--- src/rtl/config_pkg.sv ---
// Shared constants and types for the ALU packet sequencer.
// Opcodes, header size and the FSM state encoding.
package config_pkg;

    localparam logic [7:0] OP_ECHO = 8'hEC;
    localparam logic [7:0] OP_ADD  = 8'hAD;
    localparam logic [7:0] OP_MUL  = 8'hAC;
    localparam logic [7:0] OP_DIV  = 8'hD1;

    localparam int HDR_BYTES = 4;

    localparam logic [31:0] DIV_ZERO_RESULT = 32'hFFFF_FFFF;

    typedef enum logic [2:0] {
        ST_IDLE,
        ST_HDR,
        ST_PAYLOAD,
        ST_EXEC,
        ST_ECHO_TX,
        ST_DRAIN,
        ST_RESP
    } alu_ctrl_state_e;

    function automatic logic is_known_op(input logic [7:0] op);
        return (op == OP_ECHO) || (op == OP_ADD) ||
               (op == OP_MUL) || (op == OP_DIV);
    endfunction

endpackage

--- src/rtl/alu_ctrl_resp_ser.sv ---
// Result serialiser: one 32-bit word out as 4 bytes, LSB first.
// A byte is held on tx_data_o until the transmitter takes it.
module alu_ctrl_resp_ser (
    input  logic        clk,
    input  logic        rst,
    input  logic        load_i,
    input  logic [31:0] word_i,
    output logic [7:0]  tx_data_o,
    output logic        tx_valid_o,
    input  logic        tx_ready_i,
    output logic        done_o
);

    logic [31:0] word_q;
    logic [1:0]  idx_q;
    logic        valid_q;

    // Load a word, then step the byte index on each handshake
    always_ff @(posedge clk or negedge rst) begin
        if (!rst) begin
            word_q  <= '0;
            idx_q   <= '0;
            valid_q <= 1'b0;
        end else if (load_i) begin
            word_q  <= word_i;
            idx_q   <= '0;
            valid_q <= 1'b1;
        end else if (valid_q && tx_ready_i) begin
            idx_q <= idx_q + 2'd1;
            if (idx_q == 2'd3) begin
                valid_q <= 1'b0;
            end
        end
    end

    // Present the current byte and flag the final handshake
    always_comb begin
        tx_data_o  = word_q[8*idx_q +: 8];
        tx_valid_o = valid_q;
        done_o     = valid_q && tx_ready_i && (idx_q == 2'd3);
    end

endmodule

--- src/rtl/alu_ctrl.sv ---
// Packet sequencer between the UART byte streams and the ALU.
// Parses command packets, runs the accumulator, returns results.
module alu_ctrl
    import config_pkg::*;
#(
    parameter int ALU_LATENCY    = 1,
    parameter int TIMEOUT_CYCLES = 1_000_000
) (
    input  logic        clk,
    input  logic        rst,
    input  logic [7:0]  rx_data_i,
    input  logic        rx_valid_i,
    output logic        rx_ready_o,
    output logic [7:0]  tx_data_o,
    output logic        tx_valid_o,
    input  logic        tx_ready_i,
    output logic [7:0]  alu_opcode_o,
    output logic        alu_start_o,
    output logic [32:0] alu_data1_o,
    output logic [32:0] alu_data2_o,
    input  logic [32:0] alu_data_i,
    output logic        busy_o,
    output logic        err_o
);

    localparam int TW = $clog2(TIMEOUT_CYCLES + 1);
    localparam logic [TW-1:0] TMO_LAST = TW'(TIMEOUT_CYCLES - 1);
    localparam logic [2:0] LAT = 3'(ALU_LATENCY);

    alu_ctrl_state_e state_q, state_d;

    logic [7:0]    opcode_q;
    logic [1:0]    hdr_cnt_q;
    logic [7:0]    len_lo_q;
    logic [15:0]   rem_q;
    logic [1:0]    byte_idx_q;
    logic [1:0]    word_cnt_q;
    logic [31:0]   word_q;
    logic [31:0]   acc_q;
    logic [7:0]    echo_q;
    logic [2:0]    lat_q;
    logic [TW-1:0] tmo_q;
    logic          err_q;
    logic          err_seen_q;
    logic          alu_start_q;
    logic [7:0]    alu_opcode_q;
    logic [32:0]   alu_data1_q;
    logic [32:0]   alu_data2_q;
    logic          resp_load_q;

    logic          rx_fire;
    logic [31:0]   new_word;
    logic [15:0]   hdr_len;
    logic [15:0]   hdr_pay;
    logic          hdr_end;
    logic          pay_fire;
    logic          last_byte;
    logic          word_done;
    logic          op_arith;
    logic          op_div;
    logic          op_echo;
    logic          op_known;
    logic          div_first;
    logic          div_second;
    logic          div_zero;
    logic          div_short;
    logic          need_exec;
    logic          tmo_act;
    logic          tmo_hit;
    logic          lat_done;
    logic          err_d;

    logic [7:0]    ser_data;
    logic          ser_valid;
    logic          ser_ready;
    logic          ser_done;

    logic          unused_bit32;
    assign unused_bit32 = alu_data_i[32];

    // Decode the current byte and the events it triggers
    always_comb begin
        rx_fire    = rx_valid_i && rx_ready_o;
        new_word   = {rx_data_i, word_q[31:8]};
        hdr_len    = {rx_data_i, len_lo_q};
        hdr_pay    = (hdr_len < 16'(HDR_BYTES)) ? 16'd0
                                                : hdr_len - 16'(HDR_BYTES);
        hdr_end    = rx_fire && (state_q == ST_HDR) && (hdr_cnt_q == 2'd2);
        pay_fire   = rx_fire && (state_q == ST_PAYLOAD);
        last_byte  = (rem_q == 16'd1);
        word_done  = pay_fire && (byte_idx_q == 2'd3);
        op_arith   = (opcode_q == OP_ADD) || (opcode_q == OP_MUL);
        op_div     = (opcode_q == OP_DIV);
        op_echo    = (opcode_q == OP_ECHO);
        op_known   = is_known_op(opcode_q);
        div_first  = word_done && op_div && (word_cnt_q == 2'd0);
        div_second = word_done && op_div && (word_cnt_q == 2'd1);
        div_zero   = div_second && (new_word == 32'd0);
        need_exec  = word_done &&
                     (op_arith || (div_second && new_word != 32'd0));
        div_short  = op_div &&
                     ((hdr_end && hdr_pay == 16'd0) ||
                      (pay_fire && last_byte &&
                       (word_cnt_q == 2'd0 ||
                        (word_cnt_q == 2'd1 && !word_done))));
        tmo_act    = (state_q == ST_HDR) || (state_q == ST_PAYLOAD) ||
                     (state_q == ST_DRAIN);
        tmo_hit    = tmo_act && !rx_fire && (tmo_q == TMO_LAST);
        lat_done   = (state_q == ST_EXEC) && (lat_q == LAT);
        err_d      = !err_seen_q &&
                     ((hdr_end && !op_known) || div_zero ||
                      div_short || tmo_hit);
    end

    // State register
    always_ff @(posedge clk or negedge rst) begin
        if (!rst) begin
            state_q <= ST_IDLE;
        end else begin
            state_q <= state_d;
        end
    end

    // Next-state selection
    always_comb begin
        state_d = state_q;
        unique case (state_q)
            ST_IDLE: begin
                if (rx_fire) state_d = ST_HDR;
            end
            ST_HDR: begin
                if (hdr_end) begin
                    if (!op_known) begin
                        state_d = (hdr_pay == 16'd0) ? ST_IDLE : ST_DRAIN;
                    end else if (hdr_pay == 16'd0) begin
                        state_d = op_echo ? ST_IDLE : ST_RESP;
                    end else begin
                        state_d = ST_PAYLOAD;
                    end
                end else if (tmo_hit) begin
                    state_d = ST_IDLE;
                end
            end
            ST_PAYLOAD: begin
                if (pay_fire) begin
                    if (op_echo) state_d = ST_ECHO_TX;
                    else if (need_exec) state_d = ST_EXEC;
                    else if (last_byte) state_d = ST_RESP;
                end else if (tmo_hit) begin
                    state_d = ST_IDLE;
                end
            end
            ST_EXEC: begin
                if (lat_done) begin
                    state_d = (rem_q == 16'd0) ? ST_RESP : ST_PAYLOAD;
                end
            end
            ST_ECHO_TX: begin
                if (tx_ready_i) begin
                    state_d = (rem_q == 16'd0) ? ST_IDLE : ST_PAYLOAD;
                end
            end
            ST_DRAIN: begin
                if (rx_fire && last_byte) state_d = ST_IDLE;
                else if (tmo_hit) state_d = ST_IDLE;
            end
            ST_RESP: begin
                if (ser_done) state_d = ST_IDLE;
            end
            default: state_d = ST_IDLE;
        endcase
    end

    // State-driven outputs and TX source selection
    always_comb begin
        rx_ready_o = (state_q == ST_IDLE) || (state_q == ST_HDR) ||
                     (state_q == ST_PAYLOAD) || (state_q == ST_DRAIN);
        busy_o     = (state_q != ST_IDLE);
        ser_ready  = tx_ready_i && (state_q == ST_RESP);
        if (state_q == ST_ECHO_TX) begin
            tx_valid_o = 1'b1;
            tx_data_o  = echo_q;
        end else begin
            tx_valid_o = ser_valid;
            tx_data_o  = ser_data;
        end
    end

    // Header, payload, accumulator, ALU drive and timeout datapath
    always_ff @(posedge clk or negedge rst) begin
        if (!rst) begin
            opcode_q     <= '0;
            hdr_cnt_q    <= '0;
            len_lo_q     <= '0;
            rem_q        <= '0;
            byte_idx_q   <= '0;
            word_cnt_q   <= '0;
            word_q       <= '0;
            acc_q        <= '0;
            echo_q       <= '0;
            lat_q        <= '0;
            tmo_q        <= '0;
            err_q        <= 1'b0;
            err_seen_q   <= 1'b0;
            alu_start_q  <= 1'b0;
            alu_opcode_q <= '0;
            alu_data1_q  <= '0;
            alu_data2_q  <= '0;
            resp_load_q  <= 1'b0;
        end else begin
            err_q       <= err_d;
            alu_start_q <= need_exec;
            resp_load_q <= (state_d == ST_RESP) && (state_q != ST_RESP);

            if (state_q == ST_IDLE) err_seen_q <= 1'b0;
            if (err_d) err_seen_q <= 1'b1;

            if (!tmo_act || rx_fire) tmo_q <= '0;
            else tmo_q <= tmo_q + 1'b1;

            if (rx_fire && state_q == ST_IDLE) begin
                opcode_q  <= rx_data_i;
                hdr_cnt_q <= '0;
            end

            if (rx_fire && state_q == ST_HDR) begin
                hdr_cnt_q <= hdr_cnt_q + 2'd1;
                if (hdr_cnt_q == 2'd1) len_lo_q <= rx_data_i;
            end

            if (hdr_end) begin
                rem_q      <= hdr_pay;
                byte_idx_q <= '0;
                word_cnt_q <= '0;
                if (opcode_q == OP_MUL) acc_q <= 32'd1;
                else if (op_div) acc_q <= DIV_ZERO_RESULT;
                else acc_q <= 32'd0;
            end

            if (pay_fire || (rx_fire && state_q == ST_DRAIN)) begin
                rem_q <= rem_q - 16'd1;
            end

            if (pay_fire) begin
                byte_idx_q <= byte_idx_q + 2'd1;
                word_q     <= new_word;
                echo_q     <= rx_data_i;
            end

            if (word_done && word_cnt_q != 2'd2) begin
                word_cnt_q <= word_cnt_q + 2'd1;
            end

            if (need_exec) begin
                alu_data1_q  <= {1'b0, acc_q};
                alu_data2_q  <= {1'b0, new_word};
                alu_opcode_q <= opcode_q;
                lat_q        <= '0;
            end

            if (state_q == ST_EXEC) begin
                lat_q <= lat_q + 3'd1;
                if (lat_done) acc_q <= alu_data_i[31:0];
            end

            if (div_first) acc_q <= new_word;
            if (div_zero || div_short) acc_q <= DIV_ZERO_RESULT;
        end
    end

    assign alu_start_o  = alu_start_q;
    assign alu_opcode_o = alu_opcode_q;
    assign alu_data1_o  = alu_data1_q;
    assign alu_data2_o  = alu_data2_q;
    assign err_o        = err_q;

    alu_ctrl_resp_ser u_ser (
        .clk        (clk),
        .rst        (rst),
        .load_i     (resp_load_q),
        .word_i     (acc_q),
        .tx_data_o  (ser_data),
        .tx_valid_o (ser_valid),
        .tx_ready_i (ser_ready),
        .done_o     (ser_done)
    );

endmodule

--- config.mk ---
export PLATFORM = sky130hd
export DESIGN_NAME = alu_ctrl
export DESIGN_NICKNAME = d
export VERILOG_FILES = /design/src/rtl/config_pkg.sv /design/src/rtl/alu_ctrl_resp_ser.sv /design/src/rtl/alu_ctrl.sv
export SDC_FILE = /design/constraint.sdc
export NUM_CORES = 1
export LEC_CHECK = 0
export BUFFER_PORTS_ARGS = -buffer_cell sky130_fd_sc_hd__buf_2
export CORE_MARGIN = 5
export CORE_UTILIZATION = 35
export DETAILED_ROUTE_END_ITERATION = 10
export GPL_ROUTABILITY_DRIVEN = 0
export GPL_TIMING_DRIVEN = 0
export PLACE_DENSITY = 0.6
export SLEW_MARGIN = 0
export SYNTH_ARGS = -nofsm -noshare
export SYNTH_HDL_FRONTEND = slang
export SYNTH_SLANG_ARGS = --single-unit
--- constraint.sdc ---
create_clock -name clk -period 2.5 [get_ports clk]
set_input_delay 0.25 -clock clk [delete_from_list [all_inputs] [get_ports clk]]
set_output_delay 0.25 -clock clk [all_outputs]
set_load 0.005 [all_outputs]
# Yosys cells after proc, flatten, opt, wreduce, memory -nomap -nowiden
# Index checks and enable logic that the tools add are counted.
[word_totals]
mem_bits_ro = 0
memories = 0
latchBits = 0
word_cells = 167
out_inout_bits = 87
reg_bits = 247
ram_bits = 0
[op_classes]
shifts = 1
div_mod_pow = 0
n_eq_ne = 21
add_sub_neg = 8
n_mux = 45
n_bitwise = 0
n_reduce_logical = 69
multipliers = 0
magnitude_cmp = 1
[op_table]
columns = ["cell", "count"]
rows = [
  ["two-way mux 32 bit", 7],
  ["two-way mux 3 bit", 18],
  ["two-way mux 16 bit", 3],
  ["equality test 8 bit (second input constant)", 4],
  ["logical NOT 16 bit", 2],
  ["logical NOT 32 bit", 1],
  ["nonzero test 32 bit", 1],
  ["variable part select 32 x 6 -> 8 bit", 1],
  ["logical AND 1 bit", 29],
  ["case mux 3 bit (7 select lines)", 1],
  ["adder 20 x 1 -> 20 bit (second input constant)", 1],
  ["equality test 20 bit (second input constant)", 1],
  ["two-way mux 20 bit", 1],
  ["logical OR 1 bit", 18],
  ["equality test 16 x 1 -> 1 bit (second input constant)", 1],
  ["less-than comparator 16 x 3 -> 1 bit (second input constant)", 1],
  ["two-way mux 2 bit", 8],
  ["nonzero test 2 bit", 8],
  ["subtractor 16 x 1 -> 16 bit (second input constant)", 1],
  ["subtractor 16 x 3 -> 16 bit (second input constant)", 1],
  ["equality test 3 bit (second input constant)", 4],
  ["adder 2 x 1 -> 2 bit (second input constant)", 4],
  ["two-way mux 8 bit", 1],
  ["equality test 2 bit (second input constant)", 3],
  ["other kinds (12)", 25],
]

# Depth between registers and ports, before layout
[depth]
ltp_word = 18
ltp_mapped = 11
depth_no_buf = 9

# Modules after synthesis
# A second synthesis with hierarchy kept.
[hier_totals]
hier_cells = 1026
area_unflattened_um2 = 11058.1
[modules_own_cells]
columns = ["module", "instances", "seq_area_each_um2", "cells_each", "area_per_inst_um2"]
rows = [
  ["alu_ctrl", 1, 4904.7, 935, 9511.6],
  ["alu_ctrl_resp_ser", 1, 875.8, 91, 1546.5],
]

# Worst setup path before layout
# Ideal clock, no wire load.
[synth_timing]
path_type = "register to register"
start = "reg len_lo_q[6]"
end = "reg err_seen_q"
arrival_time_ns = 2.263
slack_ns = 0.158
period_less_slack_ns = 2.342
path_buffers = 0
path_stages_with_launch = 8
cell_sequence = "dfrtp_1 > or3_4 > o41a_1 > a211oi_1 > nand4_1 > o41a_1 > nor3b_1 > mux2i_1"
[synth_between]
elab_chain_len = 10
word_cells_on_any_way = 12
classes_between = "1 x add/sub; 1 x order compare; 2 x mux; 8 x reduce/logical"
[synth_lines]
columns = ["item", "line", "rtl"]
rows = [
  ["start: declaration", "alu_ctrl.sv:34", "logic [7:0] len_lo_q;"],
  ["start signal: assignment", "alu_ctrl.sv:228", "if (hdr_cnt_q == 2'd1) len_lo_q <= rx_data_i;"],
  ["subtractor 16 x 3 -> 16 bit / less-than comparator 16 x 3 -> 1 bit (equally long branches)", "alu_ctrl.sv:87, alu_ctrl.sv:86", ""],
  ["two-way mux 16 bit (*)", "alu_ctrl.sv:86", "hdr_pay = (hdr_len < 16'(HDR_BYTES)) ? 16'd0"],
  ["logical NOT 16 bit (*)", "alu_ctrl.sv:102", "((hdr_end && hdr_pay == 16'd0) ||"],
  ["logical AND 1 bit (*)", "alu_ctrl.sv:102", ""],
  ["logical OR 1 bit (*)", "alu_ctrl.sv:102", ""],
  ["logical AND 1 bit (*)", "alu_ctrl.sv:101", "div_short = op_div &&"],
  ["logical OR 1 bit (*)", "alu_ctrl.sv:111", "((hdr_end && !op_known) || div_zero ||"],
  ["logical OR 1 bit (*)", "alu_ctrl.sv:112", "div_short || tmo_hit);"],
  ["logical AND 1 bit (*)", "alu_ctrl.sv:110", "err_d = !err_seen_q &&"],
  ["two-way mux 1 bit / nonzero test 2 bit (equally long branches)", "--", ""],
  ["end signal: assignment", "alu_ctrl.sv:204", "err_seen_q <= 1'b0;"],
  ["end signal: assignment", "alu_ctrl.sv:215", "if (state_q == ST_IDLE) err_seen_q <= 1'b0;"],
  ["end signal: assignment", "alu_ctrl.sv:216", "if (err_d) err_seen_q <= 1'b1;"],
  ["end: declaration", "alu_ctrl.sv:44", "logic err_seen_q;"],
]
# Mark *: on every way between the ends. The rest lies on a longest branch, timed or not.
# A chain may end at the register's enable or synchronous reset.

# Worst setup path after layout
[layout_timing]
start = "reg len_lo_q[4]"
end = "reg acc_q[20]"
[layout_between]
elab_chain_len = 8
word_cells_on_any_way = 9
classes_between = "1 x add/sub; 1 x order compare; 2 x mux; 5 x reduce/logical"
[layout_lines]
columns = ["item", "line", "rtl"]
rows = [
  ["subtractor 16 x 3 -> 16 bit / less-than comparator 16 x 3 -> 1 bit (equally long branches)", "alu_ctrl.sv:87, alu_ctrl.sv:86", ""],
  ["two-way mux 16 bit (*)", "alu_ctrl.sv:86", ""],
  ["logical NOT 16 bit (*)", "alu_ctrl.sv:102", ""],
  ["logical AND 1 bit (*)", "alu_ctrl.sv:102", ""],
  ["logical OR 1 bit (*)", "alu_ctrl.sv:102", ""],
  ["logical AND 1 bit (*)", "alu_ctrl.sv:101", ""],
  ["logical OR 1 bit (*)", "alu_ctrl.sv:267", "if (div_zero || div_short) acc_q <= DIV_ZERO_RESULT;"],
  ["two-way mux 32 bit (*)", "alu_ctrl.sv:267", ""],
  ["end signal: assignment", "alu_ctrl.sv:263", "if (lat_done) acc_q <= alu_data_i[31:0];"],
  ["end signal: assignment", "alu_ctrl.sv:266", "if (div_first) acc_q <= new_word;"],
  ["end: declaration", "alu_ctrl.sv:39", "logic [31:0] acc_q;"],
]
# Marks and branches as above.

==> flow_metrics.tcl <==
set metrics [dict create \
    grt_pass1_wl_um 49180 \
    firstDrtPassIters 5 \
    ys_ff_latch 231 \
    syn_area_um2 10770 \
    timing.hold.ws_ns 0.09677 \
    num_antenna_cells 0 \
    status "finished with violations" \
    final_cell_mix "nand2_1 (278), dfrtp_1 (223), buf_2 (132), mux2_2 (79), o21ai_0 (52)" \
    finalNetCount 1316 \
    cts.sinks 231 \
    max_freq_mhz 394.8 \
    synth-main-ff-cell "dfrtp_1" \
    required_ns 2.96 \
    antenna_found_initial 1 \
    switching_share_pct 32.57 \
    ir_worst_vdd_uv 529.3 \
    drive_gt1_share_pct 28.98 \
    p_comb_share_pct 24.0 \
    ys_seq_area_share_pct 53.69 \
    reg2reg_slack_ns -0.03 \
    finalCritPeriodShare_pct 101.3 \
    hp-class "in -> reg" \
    switchingPower_mw 4.140 \
    r2r_cells 9 \
    async_reset_ff_share_pct 100.0 \
    start_kind "register" \
    die_area_um2 34370 \
    seq_power_share_pct 45.1 \
    grt_pass1_vias 8643 \
    skew_ns 0.009064 \
    initial_core_util_pct 35.29 \
    worstHoldStart "rx_data_i[2]" \
    die_w_um 185.4 \
    leakage_nw 6.490 \
    crit_fanout 5 \
    dp_hpwl_um 22720 \
    avgRoutedWirePerCell_um 19.22 \
    via_count 8846 \
    ys_warn_count 0 \
    r2r-end "acc_q[20]" \
    clkPwrFrac_pct 30.9 \
    pre_cts_ws_ns -0.9157 \
    core_um2 30510 \
    clock_latency_ns 0.52 \
    drtIter0Drc 701 \
    cp.arrival_ns 2.99 \
    p_int_mw 8.573 \
    viasPerCell 5.310 \
    rows 64 \
    met3_usage_pct 3.967 \
    drcViolationCount 0 \
    rr_startpoint "len_lo_q[4]" \
    setup_viol 18 \
    maxSlewViolCount 0 \
    syn-mean-instance-area_um2 9.914 \
    holdPathEnd "alu_data2_o[26]" \
    period_needed_ns 2.533 \
    grt_max_degree 122 \
    power_density_nw_per_um2 951.7 \
    path_clk_slew_ns 0.06 \
    drt.antenna.violating_nets 0 \
    worstSetupPathType "reg -> reg" \
    min_path_cells 3 \
    drv_cap 0 \
    slew-limit-headroom_pct 41.70 \
    synth_edf_count 0 \
    stdcell_area_um2 13360 \
    violations "negative setup slack" \
    finalHoldViolations 0 \
    die_h_um 185.4 \
    use_met1_pct 26.81 \
    clockBufferDepth 3 \
    placed_cell_area_um2 11920 \
    layout_commonest_cell "nand2_1" \
    syn_inst 1086 \
    setup_slack_ns -0.03322 \
    numCtsBuffers 26 \
    rsz0062_at_grt "true" \
    top_usage_layer "met2" \
    wl_um 32030 \
    grt_overflow 0 \
    cts_tree "done" \
    ios 132 \
    ctsRootBufferMaster "clkbuf_16" \
    area_delta_synth_final_pct 24.07 \
    grtUsageMet2_pct 27.51 \
    grt_usage_pct 18.10 \
    io_buffers 124 \
    cts_max_level 1 \
    synth_cell_type_count 59 \
    cp-end-kind "register" \
    max_slew.worst_pin.slew_ns 0.8745 \
    finalPower_mw 12.71 \
]
==> worst max-delay path, stage by stage, from the launching register on <==
cell,delay [ns]
dfrtp_2,0.42
or3_4,0.40
buf_4,0.16
o21ai_2,0.15
nor4b_4,0.26
a31oi_4,0.14
o41a_1,0.54
buf_6,0.19
clkbuf_16,0.16
nand2_2,0.05
==> power groups by stage <==
stage / clock network [mW] / registers (mW) / logic, mW
floorplan: 0 / 5.15 / 2.06
global placement: 0 / 5.66 / 2.64
detailed placement: 0 / 5.69 / 2.73
CTS: 3.97 / 5.63 / 2.86
global route: 4.14 / 5.80 / 3.38
finish: 3.93 / 5.73 / 3.05
==> cells by family after synthesis <==
family | count (synthesis) | share of synthesized area [%]
other cells | 1 | 0.03483
xor+xnor | 26 | 2.115
simple gates | 465 | 19.15
buf+inv | 86 | 3.080
compound gates | 173 | 10.11
fa+ha+maj | 13 | 1.511
flops | 231 | 53.69
mux | 91 | 10.31
==> how the worst max path moves through the flow <==
| stage | start | to | slack, ns | depth (start not counted) |
|---|---|---|---|---|
| 2_1_floorplan | len_lo_q[6] | err_seen_q | 0.16 | 7 |
| 3_3_place_gp | rst | alu_data2_o[30] | -3.00 | 1 |
| 3_5_place_dp | rx_data_i[3] | alu_data1_o[3] | -0.92 | 12 |
| 4_1_cts | len_lo_q[6] | err_seen_q | -0.08 | 7 |
| 5_1_grt | len_lo_q[4] | err_seen_q | -0.11 | 8 |
| 6_report | len_lo_q[4] | acc_q[20] | -0.03 | 9 |
==> per-stage QoR <==
| step | util (%) | setup TNS (ns) | cells |
|---|---|---|---|
| 3_5_place_dp | 39.08 | -67.85 | 1608 |
| 6_report | 43.78 | -0.3051 | 1666 |
| 2_1_floorplan | - | 0 | 1087 |
| 5_1_grt | 43.78 | -1.739 | 1666 |
| 3_3_place_gp | 38.96 | -753.54 | 1607 |
| 4_1_cts | 42.68 | -1.178 | 1659 |
==> state kept, by name, summed over array words and instances (netlist names), 2 cells and up <==
name	count
state_q	3
u_ser.idx_q	2
acc_q	32
opcode_q	8
hdr_cnt_q	2
u_ser.word_q	32
tmo_q	20
alu_opcode_o	8
byte_idx_q	2
word_q	24
rem_q	16
len_lo_q	8
word_cnt_q	2
lat_q	3
alu_data2_o	32
alu_data1_o	32
==> cells in the mapped netlist (all sizes together) (2+ instances only) <==
cell | n | area share [%]
or4 | 2 | 0.14
nor3 | 14 | 0.65
nand3 | 24 | 1.1
a22oi | 2 | 0.14
o221ai | 6 | 0.49
o21a | 2 | 0.14
a31oi | 4 | 0.23
o211ai | 41 | 2.9
nor4b | 5 | 0.41
o311ai | 3 | 0.24
nor2 | 39 | 1.4
xnor2 | 11 | 0.89
nand2 | 300 | 10
nor4 | 15 | 0.87
a221oi | 2 | 0.16
mux2 | 79 | 8.3
mux2i | 4 | 0.37
and4b | 2 | 0.19
and3 | 7 | 0.41
o41a | 2 | 0.21
ha | 13 | 1.5
clkbuf | 49 | 1.7
o21ai | 55 | 2.6
nand4 | 13 | 0.76
nand2b | 3 | 0.17
or3 | 13 | 0.80
dfrtp | 231 | 54
xor2 | 15 | 1.2
mux4 | 8 | 1.7
inv | 19 | 0.66
nand3b | 3 | 0.21
nor2b | 6 | 0.35
buf | 18 | 0.71
or2 | 8 | 0.46
and2 | 3 | 0.17
a21oi | 42 | 2.0
nor3b | 5 | 0.35
==> layout make-up <==
type | count | area (µm²)
fill | 2962 | 17150
multi-input combinational | 770 | 4960
clock inverter | 6 | 132.6
clock buffer | 34 | 732.0
timing repair buffer | 143 | 842.1
tap | 396 | 495.5
sequential | 231 | 5791
buffer | 67 | 334.1
inverter | 19 | 71.32
==> timing repair <==
item                                   in CTS  in global routing
pin swaps                                   6                 10
buffers inserted                           10                  5
resized for setup                          47                 96
cloned                                      0                  2
hold buffers                                1                  0
endpoints found under the hold margin     110                  0
setup endpoints to repair                 140                120
==> per-layer routing <==
layer  vias up  wire length [µm]
met3        48              2548
met4         2               589
met2       312             14380
met1      4390             14510
met5         -                 7
li1       4094                 -
(Power assumes the default switching activity.)
